===== config.mk =====
export PLATFORM = sky130hd
export DESIGN_NAME = piso_shifter
export DESIGN_NICKNAME = d
export VERILOG_FILES = /design/src/rtl/serial_pkg.sv /design/src/rtl/mod_counter.sv /design/src/rtl/piso_shifter.sv
export SDC_FILE = /design/constraint.sdc
export NUM_CORES = 1
export LEC_CHECK = 0
export ABC_AREA = 1
export CORE_MARGIN = 2
export CORE_UTILIZATION = 45
export CTS_CLUSTER_DIAMETER = 40
export DETAILED_ROUTE_END_ITERATION = 12
export PLACE_DENSITY = 0.82
export SYNTH_ARGS = -nofsm -noshare
export SYNTH_HDL_FRONTEND = slang
export SYNTH_SLANG_ARGS = --single-unit

===== constraint.sdc =====
create_clock -name clk -period 3.5 [get_ports clk]
set_input_delay 0.35 -clock clk [delete_from_list [all_inputs] [get_ports clk]]
set_output_delay 0.35 -clock clk [all_outputs]
set_load 0.01 [all_outputs]

===== src/rtl/serial_pkg.sv =====
// serial_pkg: state encoding and count width helper shared by the serial transmitter and receiver
package serial_pkg;
    localparam logic IDLE  = 1'b0;
    localparam logic SHIFT = 1'b1;
    function automatic int CNT_W(input int n);
        return $clog2(n);
    endfunction
endpackage


===== src/rtl/mod_counter.sv =====
// mod_counter: modulus-n up-counter with enable, synchronous clear and terminal flag
module mod_counter
    import serial_pkg::*;
#(
    parameter int n = 8
) (
    input  logic                  clk,
    input  logic                  rst,
    input  logic                  en,
    input  logic                  clr,
    output logic [CNT_W(n)-1:0]   cnt,
    output logic                  term
);
    localparam int w = CNT_W(n);
    localparam logic [w-1:0] cmax = w'(n - 1);
    assign term = cnt == cmax;
    always_ff @(posedge clk) begin
        if (rst || clr)
            cnt <= '0;
        else if (en)
            cnt <= term ? '0 : cnt + 1'b1;
    end
endmodule


===== src/rtl/piso_shifter.sv =====
// piso_shifter: parallel-in serial-out shifter, LSB first, valid/ready on load and serial sides
module piso_shifter
    import serial_pkg::*;
#(
    parameter int n = 8
) (
    input  logic         clk,
    input  logic         rst,
    input  logic [n-1:0] d,
    input  logic         load_valid,
    output logic         load_ready,
    output logic         sout,
    output logic         sout_valid,
    input  logic         sout_ready,
    output logic         last
);
    localparam int w = CNT_W(n);
    localparam logic [w-1:0] cmax = w'(n - 1);
    logic         state;
    logic [n-1:0] shreg;
    logic [w-1:0] cnt;
    logic         term;
    logic         fire;
    logic         load;
    assign fire       = state == SHIFT && sout_ready;
    // accepting on the final consumed bit lets words stream with no idle cycle
    assign load_ready = state == IDLE || (cnt == cmax && sout_ready);
    assign load       = load_valid && load_ready;
    assign sout       = state == SHIFT && shreg[0];
    assign sout_valid = state == SHIFT;
    assign last       = state == SHIFT && term;
    mod_counter #(.n(n)) u_cnt (
        .clk  (clk),
        .rst  (rst),
        .en   (fire),
        .clr  (load),
        .cnt  (cnt),
        .term (term)
    );
    always_ff @(posedge clk) begin
        if (rst) begin
            state <= IDLE;
            shreg <= '0;
        end else if (load) begin
            state <= SHIFT;
            shreg <= d;
        end else if (fire) begin
            state <= term ? IDLE : SHIFT;
            shreg <= shreg >> 1;
        end
    end
endmodule


==> impl_metrics.csv <==
group,metric,value,unit
routing,post_drt_wl_per_cell,10.5,um
global_route,grt_pass1_wl,2.20,mm
logic_synthesis,synth_top_family_by_area,"simple AND/OR/NAND/NOR gates",
sta,clock.fmax,453,MHz
floorplan,dieArea,1720,sq um
critical_path,crit_required,3.15,ns
logic_synthesis,synth_area_leaders,"dfxtp_1 (38%), nand2_1 (16%), nand3_1 (13%), a21oi_1 (7.9%), inv_1 (7.1%)",
logic_synthesis,yosys.cell_types.count,17,
cells_and_area,multi_input_area,312,sq um
logic_synthesis,syn_avg_cell_area,6.74,sq um
cells_and_area,nFillCells,143,
logic_synthesis,synthSimpleGateAreaFrac,0.344,
logic_synthesis,synth_area_leader_cell,"dfxtp_1",
cells_and_area,syn2layout_area_growth,25.1,%
global_route,grt_max_degree,17,
cts,clk_latency,0.27,ns
routing,drt_iter0_markers,8,
routing,routed_via_density,4.98,
power,p_per_area,364,nW/um^2
cells_and_area,antenna_cells,0,
sta,setup_ws,1.29,ns
sta,hold_ws,0.469,ns
global_route,grt_remaining_overflow,0,
sta,maxSlewViolCount,0,
sta,post-route-period-util,0.630,
cts,cts_root_buf,"clkbuf_4",
logic_synthesis,synth.ff_latch_count,12,
power,power_frac_seq,0.523,
floorplan,ios,16,
logic_synthesis,synth_nets,108,
flow_run,cap_viol_max_count,0,
power,leakage,0.382,nW
cells_and_area,nNetsFinal,123,
sta,setup_tns,0,ns
sta,period_minus_slack,2.21,ns
place,dp_hpwl,882,um
routing,antenna_left,0,
worst_hold_path,hold_path_class,"reg2reg",
cells_and_area,regArea,240,sq um
cts,post_cts_buffers,0,
sta,slew_headroom,0.705,
cts,cts_tree,"done",
power,p_sw_frac,0.267,
logic_synthesis,yosysWarnings,0,
power,p_sw,76.8,uW
sta,finalSetupViolCount,0,
routing,vias,608,
critical_path,crit_type,"reg2out",
status,status,"finished, final reports clean",
cts,cts.path.max_buffers,2,
power,p_int,211,uW
logic_synthesis,synthesis.area,633,sq um
sta,final_hold_viol_count,0,
logic_synthesis,yosysSeqAreaShare,0.379,
routing,drcViolationCount,0,
sta,rsz0062_at_grt,"no",
global_route,grt_pass1_vias,542,
critical_path,critPathMaxFanout,11,
logic_synthesis,synth_xor_area_frac,0,
cts,cts_max_level,1,
sta,skew,0.000462,ns
power,p_clk_frac,0.289,
logic_synthesis,synth_top_area_share,0.379,
cts,cts_resized,0,
logic_synthesis,synthAdderAreaFrac,0.0395,
routing,dr.pass1.iters,4,
place,gp_routability_congestion,0.719,
sta,tightestPinTransition,0.441,ns
critical_path,end_kind,"output pin",
global_route,track_usage,0.164,
floorplan,die_w,41.5,um
cts,ctsHoldBuffers,0,
floorplan,row_count,13,
critical_path,start_kind,"flip-flop",
cts,cts.sink_count,12,
logic_synthesis,synth.area.mux_share,0,
routing,routed_wl,1.28,mm
power,combPwrFrac,0.188,
cells_and_area,drive_gt1_frac,0.0748,
critical_path,arrival,1.86,ns
logic_synthesis,synth_cells,94,
power,vdd_ir_drop_max,248,uV
floorplan,start_util,0.487,
place,dpl_worst_slack,1.48,ns
cts,clk_pin_slew,0.07,ns
global_route,antenna_found_initial,0,
cells_and_area,final_core_util,0.609,
cts,numCtsBuffers,3,
floorplan,die_h,41.5,um
floorplan,core_area,1300,sq um
logic_synthesis,synth_compound_area_frac,0.109,
place,port_buffers,15,
## flip-flops by register name, indices dropped and copies added (netlist names)
register / flops
shreg: 8
sout_valid: 1
u_cnt.cnt: 3
## per-layer routing
layer / share of wire / wire length [um] / global-route usage / vias up
li1: - / - / - / 324
met1: 0.45 / 569 / 0.203 / 258
met2: 0.47 / 594 / 0.256 / 21
met3: 0.068 / 87 / 0.0261 / 5
met4: 0.018 / 23 / 0.116 / 0
met5: 0 / 0 / 0 / -
## cell families after synthesis
| kind of cell | after synthesis |
|---|---|
| simple gates | 49 |
| buf+inv | 18 |
| compound gates | 13 |
| flops | 12 |
| fa+ha+maj | 2 |
## Yosys cell counts, drive strengths merged
cell   count
nand2     30
nand3     16
inv       13
dfxtp     12
a21oi     11
buf        5
ha         2
nor2       2
o21ai      2
nor3       1
## cell type report
cell class	count	share of cell area
clock buffer	3	0.0284
inverter	13	0.0616
multi-input combinational	64	0.393
sequential	12	0.303
tap	15	0.0237
timing repair buffer	15	0.190
## placed cells by master, fill, tap and decap left out
cell type and count:
o21ai_0 2, nand2_2 2, nor3_1 1, clkbuf_4 3, nand2_1 27, nand3_1 16, nand2_4 1, clkdlybuf4s50_1 15
a21oi_2 1, inv_2 1, dfxtp_1 12, nor2_1 2, inv_1 12, ha_1 2, a21oi_1 10
## final timing paths
check	startpoint	end	slack, ns	depth (start not counted)
max reg2reg	u_cnt.cnt[0]	shreg[2]	1.98	7
min	u_cnt.cnt[2]	u_cnt.cnt[2]	0.47	2
max	u_cnt.cnt[0]	load_ready	1.29	5
min reg2reg	u_cnt.cnt[2]	u_cnt.cnt[2]	0.47	2
## critical path, cell delays in order (launching register included)
cell and delay [ns]:
dfxtp_1 0.36, ha_1 0.16, ha_1 0.20, nand2_1 0.08, nand2_2 0.20, clkdlybuf4s50_1 0.58
## power groups by stage
stage | sequential [mW] | clock (mW) | combinational, mW
2_1_floorplan | 0.153 | 0 | 0.0354
3_3_place_gp | 0.153 | 0 | 0.0531
3_5_place_dp | 0.154 | 0 | 0.0542
4_1_cts | 0.151 | 0.0856 | 0.0543
5_1_grt | 0.152 | 0.0903 | 0.0609
6_report | 0.151 | 0.0832 | 0.0543
## metrics by stage
step,cell area (sq um),std cells,power (mW)
after global placement,769,119,0.206
final,792,122,0.288
after floorplan,633,94,0.188
after detailed placement,769,119,0.208
after CTS,792,122,0.291
after global routing,792,122,0.303
(Power assumes the default switching activity.)
